<file path="src/rtl/regfile_pkg.sv">
`default_nettype none
// ----------------------------------------------------------------------------
// regfile_pkg: shared register-file constants for the writeback path. Rev 1.0
// ----------------------------------------------------------------------------
package regfile_pkg;

  localparam int REG_ADDR_W   = 5;
  localparam int NUM_REGS     = 32;
  localparam int DEFAULT_XLEN = 32;

  localparam logic [REG_ADDR_W-1:0] REG_ZERO = 5'd0;

  // Index width that stays legal for single-entry vectors.
  function automatic int idx_width(input int n);
    return (n > 1) ? $clog2(n) : 1;
  endfunction

endpackage
`default_nettype wire

</file>
<file path="src/rtl/rr_arbiter.sv">
`default_nettype none
// ----------------------------------------------------------------------------
// rr_arbiter: combinational round-robin grant with a registered priority pointer. Rev 1.0
// ----------------------------------------------------------------------------
module rr_arbiter
  import regfile_pkg::*;
#(
  parameter int NUM_REQ = 2,
  localparam int IDX_W  = idx_width(NUM_REQ)
) (
  input  logic               clk,
  input  logic               rst,
  input  logic [NUM_REQ-1:0] req,
  output logic [NUM_REQ-1:0] grant,
  output logic [IDX_W-1:0]   grant_idx
);

  logic [IDX_W-1:0] ptr;
  int               cand;
  logic             found;

  // Scan starting at ptr, wrapping; the first valid requester wins.
  always_comb begin
    grant     = '0;
    grant_idx = '0;
    found     = 1'b0;
    cand      = 0;
    for (int k = 0; k < NUM_REQ; k++) begin
      cand = int'(ptr) + k;
      if (cand >= NUM_REQ) cand = cand - NUM_REQ;
      if (!found && !rst && req[cand]) begin
        found       = 1'b1;
        grant[cand] = 1'b1;
        grant_idx   = IDX_W'(cand);
      end
    end
  end

  always_ff @(posedge clk) begin
    if (rst) begin
      ptr <= '0;
    end else if (found) begin
      ptr <= (grant_idx == IDX_W'(NUM_REQ - 1)) ? '0 : grant_idx + 1'b1;
    end
  end

endmodule
`default_nettype wire

</file>
<file path="src/rtl/regfile_wb_arbiter.sv">
`default_nettype none
// ----------------------------------------------------------------------------
// regfile_wb_arbiter: shares the register-file write port among writeback units
// and tracks pending writes for RAW stalls. Rev 1.0
// ----------------------------------------------------------------------------
module regfile_wb_arbiter
  import regfile_pkg::*;
#(
  parameter int NUM_REQ = 2,
  parameter int XLEN    = DEFAULT_XLEN
) (
  input  logic                       clk,
  input  logic                       rst,
  input  logic [NUM_REQ-1:0]         req_valid,
  input  logic [NUM_REQ*REG_ADDR_W-1:0] req_rd,
  input  logic [NUM_REQ*XLEN-1:0]    req_wdata,
  output logic [NUM_REQ-1:0]         req_ready,
  output logic                       rf_wr_en,
  output logic [REG_ADDR_W-1:0]      rf_rd,
  output logic [XLEN-1:0]            rf_wdata,
  input  logic                       issue_valid,
  input  logic [REG_ADDR_W-1:0]      issue_rd,
  output logic [NUM_REGS-1:0]        busy
);

  localparam int IDX_W = idx_width(NUM_REQ);

  logic [IDX_W-1:0]      gnt_idx;
  logic                  xfer;
  logic [REG_ADDR_W-1:0] sel_rd;
  logic [XLEN-1:0]       sel_wdata;
  logic [NUM_REGS-1:0]   busy_next;

  rr_arbiter #(
    .NUM_REQ (NUM_REQ)
  ) u_arb (
    .clk       (clk),
    .rst       (rst),
    .req       (req_valid),
    .grant     (req_ready),
    .grant_idx (gnt_idx)
  );

  assign xfer      = |req_ready;
  assign sel_rd    = req_rd[int'(gnt_idx)*REG_ADDR_W +: REG_ADDR_W];
  assign sel_wdata = req_wdata[int'(gnt_idx)*XLEN +: XLEN];

  // Address and data hold between writes; only the enable pulses.
  always_ff @(posedge clk) begin
    if (rst) begin
      rf_wr_en <= 1'b0;
      rf_rd    <= REG_ZERO;
      rf_wdata <= '0;
    end else if (xfer) begin
      rf_wr_en <= (sel_rd != REG_ZERO);
      rf_rd    <= sel_rd;
      rf_wdata <= sel_wdata;
    end else begin
      rf_wr_en <= 1'b0;
    end
  end

  // Set applied after clear so a freshly issued producer keeps the bit.
  always_comb begin
    busy_next = busy;
    if (rf_wr_en) busy_next[rf_rd] = 1'b0;
    if (issue_valid && issue_rd != REG_ZERO) busy_next[issue_rd] = 1'b1;
    busy_next[0] = 1'b0;
  end

  always_ff @(posedge clk) begin
    if (rst) busy <= '0;
    else     busy <= busy_next;
  end

endmodule
`default_nettype wire

</file>
<file path="config.mk">
export PLATFORM = sky130hd
export DESIGN_NAME = regfile_wb_arbiter
export DESIGN_NICKNAME = d
export VERILOG_FILES = /design/src/rtl/regfile_pkg.sv /design/src/rtl/rr_arbiter.sv /design/src/rtl/regfile_wb_arbiter.sv
export SDC_FILE = /design/constraint.sdc
export NUM_CORES = 1
export LEC_CHECK = 0
export CORE_ASPECT_RATIO = 1.2
export CORE_MARGIN = 4
export CORE_UTILIZATION = 35
export CTS_CLUSTER_SIZE = 14
export DETAILED_ROUTE_END_ITERATION = 10
export DONT_BUFFER_PORTS = 1
export GPL_TIMING_DRIVEN = 0
export HOLD_SLACK_MARGIN = 0.02
export SYNTH_ARGS = -nofsm -noshare
export SYNTH_HDL_FRONTEND = slang
export SYNTH_SLANG_ARGS = --single-unit
</file>
<file path="constraint.sdc">
create_clock -name clk -period 1.4 [get_ports clk]
set_input_delay 0.28 -clock clk [delete_from_list [all_inputs] [get_ports clk]]
set_output_delay 0.28 -clock clk [all_outputs]
set_load 0.02 [all_outputs]
</file>
==> flow_metrics.py <==
metrics = {
    "drt": {
        "drc_errors": 0,
        "drt-pass1-iter-count": 4,
        "wl_per_cell_um": 20.2,
        "ant_nets": 0,
        "via_per_inst": 5.77,
        "routed_wl_um": 10600,
        "drtIter0Drc": 107,
        "vias": 3021,
    },
    "place": {
        "place_hpwl_um": 7540,
        "gp_congestion": 0.817,
        "placed_area_um2": 3520,
        "dp_slack_ps": -275,
        "port_buffers": 0,
        "placedCellCount": 500,
    },
    "sta": {
        "relSlewSlack": 0.408,
        "max_freq_mhz": 675,
        "worst_clock_skew_ps": 7.84,
        "min_period_over_period": 1.06,
        "hold_violations": 0,
        "period_minus_slack_ps": 1480,
        "finalMaxSlewViolations": 0,
        "fin_ws_ps": -82.5,
        "worst_pin_slew_ps": 887,
        "rsz0062_at_grt": "true",
        "setup_viol": 5,
    },
    "synthesis": {
        "synth_area_leaders": "dfxtp_1, o21ai_0, a211oi_1",
        "synth-adder-area-share": 0,
        "synth_commonest_cells": "dfxtp_1, o21ai_0, nor2_1",
        "synthesis.nets": 464,
        "syn_area_per_cell_um2": 8.86,
        "synth_top_family_by_area": "compound AO/OA/AOI/OAI gates",
        "yosys_warnings": 0,
        "ys_async_sr_fraction": 0,
        "synth_top_area_frac": 0.416,
        "muxShareOfSynthArea": 0,
        "synth-simple-area-share": 0.175,
        "synth-seq-area-share": 0.416,
        "synth_xor_area_frac": 0,
        "yosysMostFrequentCell": "dfxtp_1",
        "syn_inst": 380,
        "ys_seq_elements": 70,
        "yosysUniqueCellTypes": 33,
        "ys.flop_type": "dfxtp_1",
        "syn_area_um2": 3370,
        "synth_compound_area_frac": 0.306,
        "yosysTopAreaCell": "dfxtp_1",
        "synth_edf_count": 0,
    },
    "cells_and_area": {
        "drive_gt1_frac": 0.233,
        "fill_cells": 928,
        "design_area_um2": 4100,
        "final_cell_count_no_fill": 524,
        "fin_nets": 483,
        "multiInputGateArea_um2": 1830,
        "final-seq-area_um2": 1420,
        "antenna_cells": 0,
        "syn_to_final_growth_pct": 21.6,
    },
    "power_and_ir_drop": {
        "p_leak_uw": 0.00151,
        "p_per_area_nw_per_um2": 1170,
        "power.total_uw": 4780,
        "max-vdd-ir-drop_uv": 484,
    },
    "min_path": {
        "hold_class": "input pin to flip-flop",
        "hold_depth": 1,
        "worstHoldEndpoint": "u_arb.ptr$_SDFFE_PP0P_",
        "hp-start": "req_valid[0]",
    },
    "outcome": {
        "violations": "negative setup slack",
        "status": "finished with violations",
    },
    "global_route": {
        "grt_max_degree": 12,
        "grt_use_total": 0.187,
        "grt_pass1_vias": 3131,
        "antenna_found_initial": 0,
        "grt_overflow": 0,
        "grt_pass1_wl_um": 16700,
    },
    "clock_tree": {
        "clock-sinks": 70,
        "ctsHtreeMaxLevel": 3,
        "worst_skew_pair.late_latency_ps": 350,
        "cts.reportedPaths.clkPinSlew_ps": 70,
        "ctsLongestPathBuffers": 2,
        "cts-buffers-inserted": 9,
        "cts.hold.buffers_added": 0,
        "cts-root-buf": "clkbuf_8",
        "cts_tree": "yes",
    },
    "floorplanning": {
        "die_y_um": 115,
        "rows": 38,
        "num_io_pins": 156,
        "die_width_um": 97.6,
        "core_area_um2": 9220,
        "start_util": 0.365,
        "dieArea_um2": 11300,
    },
    "setup_path": {
        "worstSetupPathType": "flip-flop to output pin",
        "reg2reg_depth": 5,
        "r2r_slack_ps": -50,
        "rr_endpoint": "rf_wdata[25]$_SDFFE_PP0P_",
        "crit_required_ps": 1120,
        "startpoint_type": "flip-flop",
        "crit_fanout": 5,
        "endpoint_kind": "output pin",
        "arrival_ps": 1200,
        "rr_startpoint": "u_arb.ptr$_SDFFE_PP0P_",
    },
    "run": {
        "maxCapViolCount": 0,
    },
}
-- metal layers --
layer  track usage  share of wire  vias up
li1              -              -     1409
met1         0.219           0.40     1449
met2         0.305           0.47      149
met3        0.0789           0.11       14
met4        0.0729          0.017        0
met5             0              0        -
-- state kept, by name, indices dropped and copies added, names as in the netlist --
register,cells
rf_wdata,32
u_arb.ptr,1
rf_rd,5
rf_wr_en,1
busy,31
-- cells by family after synthesis --
family                 after synthesis
buffers and inverters               66
DFF                                 70
other                                1
and+or+nand+nor                    104
AOI/OAI and AO/OA                  139
-- worst max path at each step --
stage                                      start                         to  cells past startpoint
after floorplan            rf_rd[3]$_SDFFE_PP0P_        busy[11]$_SDFF_PP0_                      3
after global placement                       rst               req_ready[0]                      5
after detailed placement                     rst               req_ready[0]                      5
after CTS                 u_arb.ptr$_SDFFE_PP0P_               req_ready[1]                      4
after global routing      u_arb.ptr$_SDFFE_PP0P_  rf_wdata[25]$_SDFFE_PP0P_                      5
final                     u_arb.ptr$_SDFFE_PP0P_               req_ready[1]                      4
-- stage by stage --
stage	hold slack [ps]	setup TNS, ps	util
6_report	50.4	-185	0.444
5_1_grt	40.2	-1870	0.444
3_5_place_dp	404	-6370	0.381
3_3_place_gp	392	-4780	0.381
4_1_cts	34.8	-1230	0.420
2_1_floorplan	390	0	-
-- cell usage in the layout, fill, tap and decap left out, types with 7 or more instances in the layout --
master / instances
dfxtp_1: 63
o21ai_0: 59
nor2_1: 39
inv_1: 37
nor2b_1: 31
a211oi_1: 30
a2111oi_2: 17
a2111oi_1: 13
clkbuf_8: 10
buf_6: 9
buf_4: 8
clkbuf_1: 8
nand3b_1: 8
buf_2: 7
-- worst max-delay path, cell delays in order, from the launching register on --
cell and delay (ps):
dfxtp_2 330, nand2b_4 130, and2_4 140, buf_8 120, buf_12 130
-- where the power goes --
part / switching [uW] / internal (uW) / leakage [uW]
registers: 234 / 2100 / 0.000579
logic: 348 / 279 / 0.000826
clock network: 770 / 1050 / 0.000110
-- timing repair --
| action | in CTS | in global routing |
|---|---|---|
| cloned | 1 | 0 |
| buffers inserted | 6 | 1 |
| pin swaps | 3 | 8 |
| hold endpoints to repair | 0 | 0 |
| resized for setup | 21 | 50 |
| endpoints found under the setup margin | 51 | 57 |
-- cell type report --
cell class | instances | share of cell area
clock buffers | 12 | 0.0354
well taps | 120 | 0.0367
inverters | 38 | 0.0348
plain buffers | 28 | 0.0599
repair buffers | 8 | 0.0217
flip-flops and latches | 70 | 0.347
multi-input cells | 244 | 0.448
clock inverters | 4 | 0.0171
Note: power is estimated with default switching activity, not from simulation.
